$ cat src/rtl/ball_pkg.sv
// Shared types and default geometry for the ball physics engine.
// Consumed by ball_physics_engine (optional speed-up feature: BALL_SPEEDUP_EN).
package ball_pkg;

  typedef enum logic [2:0] {
    BALL_ST_DOWN_L = 3'd0,
    BALL_ST_DOWN_R = 3'd1,
    BALL_ST_UP_L   = 3'd2,
    BALL_ST_UP_R   = 3'd3,
    BALL_ST_OVER   = 3'd4
  } ball_state_e;

  typedef enum logic [1:0] {
    ZONE_LEFT   = 2'd0,
    ZONE_CENTRE = 2'd1,
    ZONE_RIGHT  = 2'd2
  } zone_e;

  localparam int DEF_COORD_W    = 11;
  localparam int DEF_DELTA_W    = 7;
  localparam int DEF_SCORE_W    = 12;
  localparam int DEF_TICK_DIV   = 1048576;
  localparam int DEF_X_MIN      = 150;
  localparam int DEF_X_MAX      = 776;
  localparam int DEF_Y_MIN      = 55;
  localparam int DEF_Y_PAD      = 485;
  localparam int DEF_Y_LOSE     = 510;
  localparam int DEF_PADDLE_W   = 170;
  localparam int DEF_EDGE_W     = 30;
  localparam int DEF_X_START    = 464;
  localparam int DEF_Y_START    = 275;
  localparam int DEF_DELTA_INIT = 2;
  localparam int DEF_DELTA_MAX  = 50;

endpackage

$ cat src/rtl/tick_divider.sv
// Movement tick generator: counts 0..TICK_DIV-1 and pulses tick on the wrap cycle.
module tick_divider #(
  parameter int TICK_DIV = 1048576
) (
  input  logic clk,
  input  logic reset,
  input  logic restart,
  output logic tick
);

  localparam int CNT_W = $clog2(TICK_DIV);

  logic [CNT_W-1:0] cnt_q, cnt_d;

  assign tick = (cnt_q == CNT_W'(TICK_DIV - 1));

  always_comb begin
    cnt_d = cnt_q + 1'b1;
    if (tick) cnt_d = '0;
  end

  always_ff @(posedge clk) begin
    if (reset || restart) cnt_q <= '0;
    else                  cnt_q <= cnt_d;
  end

endmodule

$ cat src/rtl/ball_physics_engine.sv
// Ball position/velocity, bounce FSM, score and record keeping for the game top.
// Optional: define BALL_SPEEDUP_EN to add +1 to dx/dy on every paddle hit.
module ball_physics_engine
  import ball_pkg::*;
#(
  parameter int COORD_W    = DEF_COORD_W,
  parameter int DELTA_W    = DEF_DELTA_W,
  parameter int SCORE_W    = DEF_SCORE_W,
  parameter int TICK_DIV   = DEF_TICK_DIV,
  parameter int X_MIN      = DEF_X_MIN,
  parameter int X_MAX      = DEF_X_MAX,
  parameter int Y_MIN      = DEF_Y_MIN,
  parameter int Y_PAD      = DEF_Y_PAD,
  parameter int Y_LOSE     = DEF_Y_LOSE,
  parameter int PADDLE_W   = DEF_PADDLE_W,
  parameter int EDGE_W     = DEF_EDGE_W,
  parameter int X_START    = DEF_X_START,
  parameter int Y_START    = DEF_Y_START,
  parameter int DELTA_INIT = DEF_DELTA_INIT,
  parameter int DELTA_MAX  = DEF_DELTA_MAX
) (
  input  logic               clk,
  input  logic               reset,
  input  logic               restart,
  input  logic [COORD_W-1:0] paddle_x,
  output logic [COORD_W-1:0] ball_x,
  output logic [COORD_W-1:0] ball_y,
  output logic [DELTA_W-1:0] ball_dx,
  output logic [DELTA_W-1:0] ball_dy,
  output logic [SCORE_W-1:0] score,
  output logic [SCORE_W-1:0] record,
  output logic               hit,
  output logic               game_over
);

  // Two guard bits keep x+dx and paddle_x-PADDLE_W from wrapping.
  localparam int SW = COORD_W + 2;
  localparam int DW = DELTA_W + 2;

  localparam logic signed [SW-1:0] S_X_MIN  = SW'(X_MIN);
  localparam logic signed [SW-1:0] S_X_MAX  = SW'(X_MAX);
  localparam logic signed [SW-1:0] S_Y_MIN  = SW'(Y_MIN);
  localparam logic signed [SW-1:0] S_Y_PAD  = SW'(Y_PAD);
  localparam logic signed [SW-1:0] S_Y_LOSE = SW'(Y_LOSE);
  localparam logic signed [SW-1:0] S_PAD_W  = SW'(PADDLE_W);
  localparam logic signed [SW-1:0] S_EDGE_W = SW'(EDGE_W);
  localparam logic signed [DW-1:0] D_ONE    = DW'(1);
  localparam logic signed [DW-1:0] D_MAX    = DW'(DELTA_MAX);

  ball_state_e        state_q, state_d;
  logic [COORD_W-1:0] ball_x_q, ball_x_d, ball_y_q, ball_y_d;
  logic [DELTA_W-1:0] dx_q, dx_d, dy_q, dy_d;
  logic [SCORE_W-1:0] score_q, score_d, record_q, record_d;
  logic               hit_q, hit_d;

  logic                 tick;
  logic                 going_up, going_right, up_n, right_n, over_n;
  logic signed [SW-1:0] xs, ys, dxs, dys, px, nx, ny, pad_l, pad_l_edge, pad_r_edge;
  logic signed [DW-1:0] dx_t, dy_t;
  zone_e                zone;

  tick_divider #(.TICK_DIV(TICK_DIV)) u_tick (
    .clk     (clk),
    .reset   (reset),
    .restart (restart),
    .tick    (tick)
  );

  function automatic logic [DELTA_W-1:0] clamp_delta(input logic signed [DW-1:0] v);
    if (v < D_ONE)      return DELTA_W'(1);
    else if (v > D_MAX) return DELTA_W'(DELTA_MAX);
    else                return v[DELTA_W-1:0];
  endfunction

  function automatic ball_state_e flight_state(input logic up, input logic right);
    case ({up, right})
      2'b00:   return BALL_ST_DOWN_L;
      2'b01:   return BALL_ST_DOWN_R;
      2'b10:   return BALL_ST_UP_L;
      default: return BALL_ST_UP_R;
    endcase
  endfunction

  assign going_up    = (state_q == BALL_ST_UP_L) || (state_q == BALL_ST_UP_R);
  assign going_right = (state_q == BALL_ST_DOWN_R) || (state_q == BALL_ST_UP_R);

  assign xs  = $signed({2'b00, ball_x_q});
  assign ys  = $signed({2'b00, ball_y_q});
  assign dxs = $signed({{(SW-DELTA_W){1'b0}}, dx_q});
  assign dys = $signed({{(SW-DELTA_W){1'b0}}, dy_q});
  assign px  = $signed({2'b00, paddle_x});

  assign nx         = going_right ? (xs + dxs) : (xs - dxs);
  assign ny         = going_up ? (ys - dys) : (ys + dys);
  assign pad_l      = px - S_PAD_W;
  assign pad_l_edge = pad_l + S_EDGE_W;
  assign pad_r_edge = px - S_EDGE_W;

  always_comb begin
    state_d  = state_q;
    ball_x_d = ball_x_q;
    ball_y_d = ball_y_q;
    dx_d     = dx_q;
    dy_d     = dy_q;
    score_d  = score_q;
    record_d = record_q;
    hit_d    = 1'b0;
    up_n     = going_up;
    right_n  = going_right;
    over_n   = 1'b0;
    zone     = ZONE_CENTRE;
    dx_t     = $signed({2'b00, dx_q});
    dy_t     = $signed({2'b00, dy_q});

    if (tick && state_q != BALL_ST_OVER) begin
      ball_y_d = ny[COORD_W-1:0];
      if (going_up) begin
        if (ny <= S_Y_MIN) begin
          ball_y_d = COORD_W'(Y_MIN);
          up_n     = 1'b0;
        end
      end else if (ny > S_Y_PAD) begin
        if (nx >= pad_l && nx <= px) begin
          ball_y_d = COORD_W'(Y_PAD);
          up_n     = 1'b1;
          hit_d    = 1'b1;
          score_d  = (score_q == '1) ? score_q : score_q + 1'b1;
`ifdef BALL_SPEEDUP_EN
          dx_t = dx_t + D_ONE;
          dy_t = dy_t + D_ONE;
`endif
          if (nx <= pad_l_edge)      zone = ZONE_LEFT;
          else if (nx >= pad_r_edge) zone = ZONE_RIGHT;
          case (zone)
            ZONE_LEFT: begin
              right_n = 1'b0;
              dx_t    = dx_t + D_ONE;
              dy_t    = dy_t - D_ONE;
            end
            ZONE_RIGHT: begin
              right_n = 1'b1;
              dx_t    = dx_t + D_ONE;
              dy_t    = dy_t + D_ONE;
            end
            default: ;
          endcase
          dx_d = clamp_delta(dx_t);
          dy_d = clamp_delta(dy_t);
        end else if (ny > S_Y_LOSE) begin
          ball_y_d = COORD_W'(Y_LOSE);
          over_n   = 1'b1;
        end
      end

      // Walls are resolved last so they override the paddle's horizontal choice.
      ball_x_d = nx[COORD_W-1:0];
      if (nx <= S_X_MIN) begin
        ball_x_d = COORD_W'(X_MIN);
        right_n  = 1'b1;
      end else if (nx >= S_X_MAX) begin
        ball_x_d = COORD_W'(X_MAX);
        right_n  = 1'b0;
      end

      if (over_n) begin
        state_d = BALL_ST_OVER;
        if (score_q > record_q) record_d = score_q;
      end else begin
        state_d = flight_state(up_n, right_n);
      end
    end
  end

  always_ff @(posedge clk) begin
    if (reset || restart) begin
      state_q  <= BALL_ST_DOWN_L;
      ball_x_q <= COORD_W'(X_START);
      ball_y_q <= COORD_W'(Y_START);
      dx_q     <= DELTA_W'(DELTA_INIT);
      dy_q     <= DELTA_W'(DELTA_INIT);
      score_q  <= '0;
      hit_q    <= 1'b0;
      if (reset) record_q <= '0;
    end else begin
      state_q  <= state_d;
      ball_x_q <= ball_x_d;
      ball_y_q <= ball_y_d;
      dx_q     <= dx_d;
      dy_q     <= dy_d;
      score_q  <= score_d;
      hit_q    <= hit_d;
      record_q <= record_d;
    end
  end

  assign ball_x    = ball_x_q;
  assign ball_y    = ball_y_q;
  assign ball_dx   = dx_q;
  assign ball_dy   = dy_q;
  assign score     = score_q;
  assign record    = record_q;
  assign hit       = hit_q;
  assign game_over = (state_q == BALL_ST_OVER);

endmodule
$ cat config.mk
export PLATFORM = sky130hd
export DESIGN_NAME = ball_physics_engine
export DESIGN_NICKNAME = d
export VERILOG_FILES = /design/src/rtl/ball_pkg.sv /design/src/rtl/tick_divider.sv /design/src/rtl/ball_physics_engine.sv
export SDC_FILE = /design/constraint.sdc
export NUM_CORES = 1
export LEC_CHECK = 0
export ABC_AREA = 1
export ABC_CLOCK_PERIOD_IN_PS = 6900
export CAP_MARGIN = 20
export CORE_ASPECT_RATIO = 0.6
export CORE_MARGIN = 2
export CORE_UTILIZATION = 60
export DETAILED_ROUTE_END_ITERATION = 16
export HOLD_SLACK_MARGIN = 0.15
export PLACE_DENSITY = 0.83
export SYNTH_ARGS = -nofsm -noshare
export SYNTH_HDL_FRONTEND = slang
export SYNTH_SLANG_ARGS = --single-unit
$ cat constraint.sdc
create_clock -name clk -period 6.9 [get_ports clk]
set_clock_uncertainty 0.05 [all_clocks]
set_input_delay 1.035 -clock clk [delete_from_list [all_inputs] [get_ports clk]]
set_output_delay 1.035 -clock clk [all_outputs]
set_load 0.02 [all_outputs]
Word level (Yosys, flattened, before mapping)
Cells that the tools add are included.

Bits in registers: 84. Output and inout bits: 62. Word-level logic and storage cells: 118. Input port bits: 14.

Muxes and demuxes: 53. Add/sub/neg operators: 12. Equality and inequality tests: 11. Order comparisons: 14. Reductions and logical operators: 16. Bitwise logic cells: 3.

Operators by type and width (count): $mux W11 (7); $mux W9 (8); $mux W12 (5); $mux W7 (4); $ge A13 B12 Y1 (2); $gt A13 B10 Y1 const B (2); $mux W13 (2); $add A11 B7 Y12 (2); $sub A11 B7 Y12 (2); $add A20 B1 Y20 const B (1); $eq A20 B20 Y1 const B (1); $gt A9 B7 Y1 const B (2); $lt A9 B2 Y1 const B (2); $pmux W9 S2 (1); $add A7 B1 Y8 const B (2); $mux W1 (16); $add A12 B6 Y13 const B (1); $ge A13 B11 Y1 const B (1); $le A13 B12 Y1 (1); $le A13 B13 Y1 (1); $le A13 B7 Y1 const B (1); $le A13 B9 Y1 const B (1); $add A12 B1 Y12 const B (1); $eq A12 B12 Y1 const B (1); 25 further kinds (42).

Logic depth before layout (Yosys ltp)
Gate-level depths: netlist of run 1.

Depth in word-level cells: 21. Mapped depth: 35. Depth with buffers taken out: 35.

By module
From an unflattened synthesis of run 1, not the netlist that was laid out.

Cells, all modules: 1400. Area, all modules: 9031.2 sq um.

Modules (own cells, without submodules): ball_physics_engine (sequential area each 1401.3 sq um, cells each 1252, area an instance 7956.4 sq um, times used 1); tick_divider (sequential area each 400.4 sq um, cells each 148, area an instance 1074.8 sq um, times used 1).

Least setup slack after synthesis of run 1
Ideal clock, no wire load.

Kind: input to register. From: in paddle_x[1]. To: reg dy_q[1] (netlist: ball_dy[1]). Slack: 2281 ps. Stages on the path: 32. Path buffers: 0. Arrival: 4433 ps. Required time: 6714 ps. Setup time: 136 ps. Cell sequence: inv_1 > ha_1 > or2_2 > nand2_1 > nand2_1 > nand2_1 > nor2_1 > nor2_1 > inv_1 > nor2_1 > nand2_1 > or2_2 > o21ai_0 > ha_1 > nand2_1 > nor2_1 > nand2_1 > clkinv_1 > nand2_1 > nand3_1 > nand2_1 > nor2_4 > nand2_1 > nor2_1 > nor2_1 > nand2_1 > nor2_1 > nand3_1 > nand3_1 > nand2_1 > nand2_1 > o211ai_1.

Longest elaborated chain between the ends: 17. Elaborated cells between the ends (all ways): 26. Classes of those cells: add/sub (3); order compare (6); eq/ne (1); mux (13); reduce/logical (3).

Ends and longest elaborated chain: from (decl) (RTL line ball_physics_engine.sv:25) `input logic [COORD_W-1:0] paddle_x,`; $sub A11 B8 Y12 / $sub A11 B5 Y12 (equally long branches) (RTL line ball_physics_engine.sv:95, ball_physics_engine.sv:97); $add A12 B6 Y13 / $ge A13 B12 Y1 (equally long branches) (RTL line ball_physics_engine.sv:96, ball_physics_engine.sv:133); $le A13 B13 Y1 / $mux W2 (equally long branches) (RTL line ball_physics_engine.sv:132, ball_physics_engine.sv:133); $mux W2 (RTL line ball_physics_engine.sv:132) `if (nx <= pad_l_edge) zone = ZONE_LEFT;`; $mux W2 (RTL line ball_physics_engine.sv:123) `if (nx >= pad_l && nx <= px) begin`; $mux W2 (RTL line ball_physics_engine.sv:122) `end else if (ny > S_Y_PAD) begin`; $mux W2 (RTL line ball_physics_engine.sv:117) `if (going_up) begin`; $mux W2 (RTL line ball_physics_engine.sv:115) `if (tick && state_q != BALL_ST_OVER) begin`; $eq A2 B2 Y1 / $logic_not A2 Y1 (equally long branches) (RTL line ball_physics_engine.sv:134) `case (zone)`; $pmux W9 S2 (RTL line ball_physics_engine.sv:134); $mux W9 (RTL line ball_physics_engine.sv:123); $mux W9 (RTL line ball_physics_engine.sv:122); $mux W9 (RTL line ball_physics_engine.sv:117); $mux W9 (RTL line ball_physics_engine.sv:115); $gt A9 B7 Y1 (RTL line ball_physics_engine.sv:71) `else if (v > D_MAX) return DELTA_W'(DELTA_MAX);`; $mux W7 (RTL line ball_physics_engine.sv:71); $mux W7 (RTL line ball_physics_engine.sv:70) `if (v < D_ONE) return DELTA_W'(1);`; to (signal assigned) (RTL line ball_physics_engine.sv:180) `dy_q <= DELTA_W'(DELTA_INIT);`; to (signal assigned) (RTL line ball_physics_engine.sv:189) `dy_q <= dy_d;`; to (decl) (RTL line ball_physics_engine.sv:52) `logic [DELTA_W-1:0] dx_q, dx_d, dy_q, dy_d;`.

Parallel ways exist; a longest one is shown, timed or not. The select of a mux whose other input is x is not followed. A chain may end at the register's enable or synchronous reset.

Final worst setup path of run 1
From: in paddle_x[1]. To: reg dx_q[4] (netlist: ball_dx[4]).

Longest elaborated chain between the ends: 18. Elaborated cells between the ends (all ways): 27. Classes of those cells: add/sub (3); order compare (6); eq/ne (1); mux (13); reduce/logical (4).

Ends and longest elaborated chain: $sub A11 B8 Y12 / $sub A11 B5 Y12 (equally long branches) (RTL line ball_physics_engine.sv:95, ball_physics_engine.sv:97); $add A12 B6 Y13 / $ge A13 B12 Y1 (equally long branches) (RTL line ball_physics_engine.sv:96, ball_physics_engine.sv:133); $le A13 B13 Y1 / $mux W2 (equally long branches) (RTL line ball_physics_engine.sv:132, ball_physics_engine.sv:133); $mux W2 (RTL line ball_physics_engine.sv:132); $mux W2 (RTL line ball_physics_engine.sv:123); $mux W2 (RTL line ball_physics_engine.sv:122); $mux W2 (RTL line ball_physics_engine.sv:117); $mux W2 (RTL line ball_physics_engine.sv:115); [2 not listed]; $mux W8; $mux W9 (RTL line ball_physics_engine.sv:123); $mux W9 (RTL line ball_physics_engine.sv:122); $mux W9 (RTL line ball_physics_engine.sv:117); $mux W9 (RTL line ball_physics_engine.sv:115); $gt A9 B7 Y1 (RTL line ball_physics_engine.sv:71); $mux W7 (RTL line ball_physics_engine.sv:71); $mux W7 (RTL line ball_physics_engine.sv:70); to (signal assigned) (RTL line ball_physics_engine.sv:179) `dx_q <= DELTA_W'(DELTA_INIT);`; to (decl) (RTL line ball_physics_engine.sv:52).

Parallel ways exist; a longest one is shown, timed or not. The select of a mux whose other input is x is not followed.

==> impl_metrics.tcl, run 1 <==
set metrics [dict create \
    max_cap_violations 0 \
    cp-end-kind "register" \
    nets 1490 \
    drtAntennaViolNets 0 \
    dpl.cell_count 1560 \
    critical_path_class "in -> reg" \
    synth_common_cells "nand2_1 (334), inv_1 (182), nor2_1 (118), nand3_1 (106), ha_1 (93)" \
    start_kind "primary input" \
    vias_per_cell 5.70 \
    max_slew.worst_pin.slew_ns 0.662 \
    post-route-min-period_ns 5.67 \
    die_area_um2 15100 \
    grt_pass1_wl_um 39700 \
    ctsHtreeMaxLevel 3 \
    syn_nets 1424 \
    swShare_pct 27.9 \
    synth.avg_cell_area_um2 6.45 \
    drive_above_1_share_pct 5.92 \
    io-pin-count 76 \
    antenna_found_initial 0 \
    syn_area_um2 8470 \
    hpwlAfterDp_um 19600 \
    ys_seq_elements 84 \
    finish.utilization_pct 70.4 \
    finalWirelength_um 24900 \
    wl_per_cell_um 15.8 \
    clock_path_buffers 2 \
    power.share.sequential_pct 42.8 \
    max_stage_delay_ns 0.58 \
    numPortBuffers 75 \
    die_h_um 96.0 \
    cts_hold_buffers 0 \
    finalPower_mw 1.17 \
    yosysMostFrequentCell "nand2_1" \
    vias 8980 \
    grt_use_total_pct 33.7 \
    p_sw_mw 0.325 \
    period_share_pct 82.2 \
    start_util_pct 61.8 \
    r2r_cells 26 \
    max_freq_mhz 176 \
    final_cells 1576 \
    dr.pass1.iters 6 \
    layout-area-overhead-vs-synth_pct 14.0 \
    power.share.combinational_pct 15.1 \
    synth_ff_type "dfxtp_1" \
    yosysSeqAreaShare_pct 21.3 \
    clkSinkCount 84 \
    drc 0 \
    crit_required_ns 7.08 \
    gp_congestion 0.967 \
    r2r_setup_slack_ns 1.71 \
    path_delay_family "simple AND/OR/NAND/NOR gates" \
    drv_slew 0 \
    synth_top_area_share_pct 17.0 \
    post_cts_resized 0 \
    cts_setup_buffers 0 \
    min_path_type "reg -> reg" \
    p_per_area_nw_per_um2 121 \
    clk-insertion-delay-late_ns 0.35 \
    synth_cell_types 56 \
    hp-start "u_tick.cnt_q[0]$_SDFF_PP0_" \
    cp_num_buf_inv 3 \
    whs_ns 0.411 \
    die_w_um 157 \
    grt_max_degree 51 \
    synth.area.top_cells "dfxtp_1 (17%), nand2_1 (15%), ha_1 (14%)" \
    cts_buffers 9 \
    drtIter0Drc 1108 \
    cp_slowest_cell "clkdlybuf4s50_1" \
    r2r-end "ball_dx[4]$_SDFFE_PP0P_" \
    min_to "u_tick.cnt_q[0]$_SDFF_PP0_" \
    antenna_cells 0 \
    synth_largest_area_cell "dfxtp_1" \
    status "finished, final reports clean" \
    cts_tree "done" \
    cp_common_cell "nand2_1" \
    worstPathMaxFanout 8 \
    grt_pass1_vias 7722 \
    synth_edf_count 12 \
    grt_setup_unrepaired "no" \
    syn_inst 1313 \
    hold_violations 0 \
    finalSetupViolCount 0 \
    slew_headroom_pct 55.7 \
    clock_power_share_pct 42.1 \
    r2r-start "ball_dx[2]$_SDFFE_PP0P_" \
    clk_pin_slew_ns 0.06 \
    core.rowCount 33 \
    grt-ovfl-total 0 \
    vdd_drop_max_mv 0.121 \
    ys_warn_count 0 \
    internal-power_mw 0.841 \
    whs_path_depth 1 \
    fin_setup_tns_ns 0 \
    core_um2 13700 \
    power_leakage_nw 4.51 \
    async_reset_ff_share_pct 0 \
    cp_data_arrival_time_ns 5.86 \
    cts-root-buf "clkbuf_16" \
]
per-layer routing:
layer	GRT usage (%)	up-vias	wire, um
met1	52.6	4010	11800
li1	-	4423	-
met3	9.82	36	3270
met2	44.8	511	9470
met5	0	-	0
met4	6.44	0	325
sequential cells by signal (all words and copies together), names as in the netlist:
name / cells
ball_dx: 7
u_tick.cnt_q: 20
ball_dy: 7
hit: 1
state_q: 3
ball_y: 11
record: 12
score: 12
ball_x: 11
power by group through the flow:
stage / clock, mW / sequential [mW] / combinational [mW]
5_1_grt: 0.515 / 0.499 / 0.197
3_5_place_dp: 0 / 0.510 / 0.170
6_report: 0.491 / 0.499 / 0.176
4_1_cts: 0.494 / 0.499 / 0.171
2_1_floorplan: 0 / 0.512 / 0.120
3_3_place_gp: 0 / 0.510 / 0.166
cell families after synthesis:
group	count (synthesis)	share of synthesized area, %
compound gates	171	11.2
xor+xnor	52	5.47
fa+ha+maj	97	14.7
buf+inv	218	10.3
flops	84	21.3
simple gates	691	37.0
layout make-up:
type                            count  area [um2]
Tap cell                          192         240
Multi-Input combinational cell   1011        5790
Inverter                          195         739
Timing Repair Buffer               78         777
Clock buffer                        9         225
Fill cell                        1186        4050
Sequential cell                    84        1800
Clock inverter                      7        77.6
metrics by stage:
stage / setup WS, ns / instance area (um2)
2_1_floorplan: 2.28 / 8470
3_3_place_gp: 1.21 / 9340
3_5_place_dp: 1.05 / 9350
4_1_cts: 1.34 / 9650
5_1_grt: 0.815 / 9650
6_report: 1.23 / 9650
how the worst max path moves through the flow:
stage / startpoint / end / slack, ns / cells past startpoint
floorplan: paddle_x[1] / ball_dy[1]$_SDFFE_PP1P_ / 2.28 / 32
global placement: paddle_x[1] / ball_dy[1]$_SDFFE_PP1P_ / 1.21 / 33
detailed placement: paddle_x[1] / ball_dx[1]$_SDFFE_PP1P_ / 1.05 / 29
CTS: paddle_x[1] / ball_dx[4]$_SDFFE_PP0P_ / 1.34 / 28
global route: paddle_x[1] / ball_dx[4]$_SDFFE_PP0P_ / 0.81 / 31
finish: paddle_x[1] / ball_dx[4]$_SDFFE_PP0P_ / 1.23 / 28
cells in the final DEF, fill, tap and decap left out, types with 4 or more instances in the layout:
master	synthesis	routed
inv_1	182	182
nand4_1	27	27
xor2_1	46	46
o21ai_1	7	7
o21bai_1	4	4
clkbuf_16	0	9
clkinvlp_4	0	4
nand3_1	106	106
nand2_2	7	7
nor2_1	118	118
edfxtp_1	12	12
clkdlybuf4s50_1	0	75
nor3_1	41	41
ha_1	93	93
nand3_2	6	6
o21ai_0	42	42
a21oi_1	92	92
or2_2	9	9
nor2_2	7	7
o211ai_1	7	7
fa_1	4	4
nand3b_1	6	6
xnor2_1	5	5
nor4_1	7	7
clkinv_1	4	4
inv_2	7	7
dfxtp_1	72	72
nand2_1	334	334
nor2_4	9	9
Note: power is estimated with default switching activity, not from simulation.
==> run 2, diff against run 1 <==
ABC_CLOCK_PERIOD_IN_PS = 5200   (was 6900)
CORE_UTILIZATION = 54   (was 60)
PLACE_DENSITY = 0.78   (was 0.83)
clock period = 5.2 ns   (was 6.9 ns; I/O delays follow)
==> run 2 against run 1 <==
  * Die area is 11% higher
  * Final area grew 2.4%
  * Core utilization decreased by 5.9 points
  * Non-clock buffer count is 15 higher
  * Critical endpoint is now ball_dx[2]$_SDFFE_PP0P_
==> impl_metrics.tcl, run 2 (synthesis results as in run 1) <==
set metrics [dict create \
    r2r-start "ball_dx[4]$_SDFFE_PP0P_" \
    max_slew.worst_pin.slew_ns 0.767 \
    cp-end-kind "register" \
    cts_buffers 9 \
    max_stage_delay_ns 0.48 \
    drive_above_1_share_pct 8.36 \
    grt_pass1_wl_um 41000 \
    finalWirelength_um 25000 \
    vias_per_cell 5.62 \
    antenna_found_initial 0 \
    cp_data_arrival_time_ns 5.08 \
    min_path_type "reg -> reg" \
    layout-area-overhead-vs-synth_pct 16.8 \
    hold_violations 0 \
    startpoint "paddle_x[1]" \
    vias 8998 \
    core_um2 15300 \
    worstPathMaxFanout 8 \
    regMostFlops "u_tick.cnt_q" \
    final_common_cell "nand2_1" \
    start_kind "primary input" \
    start_util_pct 55.3 \
    max_freq_mhz 205 \
    r2r_cells 25 \
    largest_reg_flops 20 \
    numPortBuffers 75 \
    clock_path_buffers 2 \
    whs_ns 0.398 \
    fin_setup_tns_ns 0 \
    ctsHtreeMaxLevel 3 \
    drc 0 \
    cts-root-buf "clkbuf_16" \
    drtAntennaViolNets 0 \
    period_share_pct 94.0 \
    io-pin-count 76 \
    critical_path_class "in -> reg" \
    slew_headroom_pct 48.6 \
    grt_max_degree 29 \
    wl_per_cell_um 15.6 \
    whs_path_depth 1 \
    hpwlAfterDp_um 19900 \
    cp_common_cell "nand2_1" \
    dr.pass1.iters 8 \
    grt_use_total_pct 30.1 \
    vdd_drop_max_mv 0.162 \
    clk_pin_slew_ns 0.07 \
    gp_congestion 0.979 \
    core.rowCount 35 \
    clk-insertion-delay-late_ns 0.35 \
    cp_slowest_cell "clkdlybuf4s50_1" \
    die_h_um 101 \
    final_cell_mix "nand2_1 (327), inv_1 (182), nor2_1 (113), nand3_1 (103), ha_1 (93)" \
    antenna_cells 0 \
    nets 1505 \
    drv_slew 0 \
    post-route-min-period_ns 4.89 \
    max_cap_violations 0 \
    status "finished, final reports clean" \
    die_area_um2 16700 \
    finalSetupViolCount 0 \
    power_leakage_nw 4.63 \
    drtIter0Drc 1039 \
    grt-ovfl-total 0 \
    p_per_area_nw_per_um2 164 \
    clkSinkCount 84 \
    hp-start "u_tick.cnt_q[0]$_SDFF_PP0_" \
    crit_required_ns 5.40 \
    cts_tree "done" \
    die_w_um 166 \
    grt_pass1_vias 7902 \
]
## run 2: per-layer routing
metal  share of wire (%)  up-vias  wire length [um]  GRT usage, %
li1                    -     4458                 -             -
met1                  50     4092             12600          48.1
met2                  38      432              9610          41.8
met3                  11       16              2730          6.24
met4                0.54        0               135          3.48
met5                   0        -                 0             0
## run 2: stage by stage
step / cells / total power, mW / setup slack, ns / cell area [um2] / utilization (%)
after floorplan: 1313 / 0.839 / 0.836 / 8470 / -
after detailed placement: 1585 / 0.907 / -0.153 / 9470 / 61.8
after CTS: 1601 / 1.61 / 0.198 / 9800 / 63.9
after global placement: 1585 / 0.903 / -0.00343 / 9470 / 61.8
after global routing: 1602 / 1.68 / -0.0124 / 9890 / 64.5
final: 1602 / 1.63 / 0.314 / 9890 / 64.5
## run 2: critical path: cells and delay by family
kind	cells	cell delay, ns
AND/OR/NAND/NOR	21	2.58
buffers and inverters	4	0.71
AO/OA/AOI/OAI	4	0.50
adder cells (fa/ha/maj)	2	0.44
XOR/XNOR	1	0.07
## run 2: final timing paths
check / end / slack, ns
setup / recovery: ball_dx[2]$_SDFFE_PP0P_ / 0.31
hold / removal: u_tick.cnt_q[0]$_SDFF_PP0_ / 0.40
setup reg to reg: ball_dy[2]$_SDFFE_PP0P_ / 0.42
hold reg to reg: u_tick.cnt_q[0]$_SDFF_PP0_ / 0.40
## run 2: cell type report
cell class | instances | area (um2)
sequential | 84 | 1800
clock buffer | 9 | 225
multi-input combinational | 1011 | 5880
timing repair buffer | 93 | 888
clock inverter | 7 | 104
fill | 1419 | 5440
tap | 203 | 254
inverter | 195 | 739
## run 2: where the power goes
part           total [mW]  internal (mW)  switching (mW)
sequential          0.662          0.660         0.00175
combinational       0.244         0.0905           0.153
clock               0.719          0.429           0.291
## run 2: repair_timing
item,4_1_cts,5_1_grt
setup endpoints to repair,0,13
hold buffers,0,0
resized for setup,0,25
setup buffers,0,1
==> run 3, diff against run 2 <==
CTS_CLUSTER_SIZE = 30   (was default)
HOLD_SLACK_MARGIN = default   (was 0.15)
==> results of run 3 <==
Same layout as run 2: the final DEF is identical, and so are final timing and power.
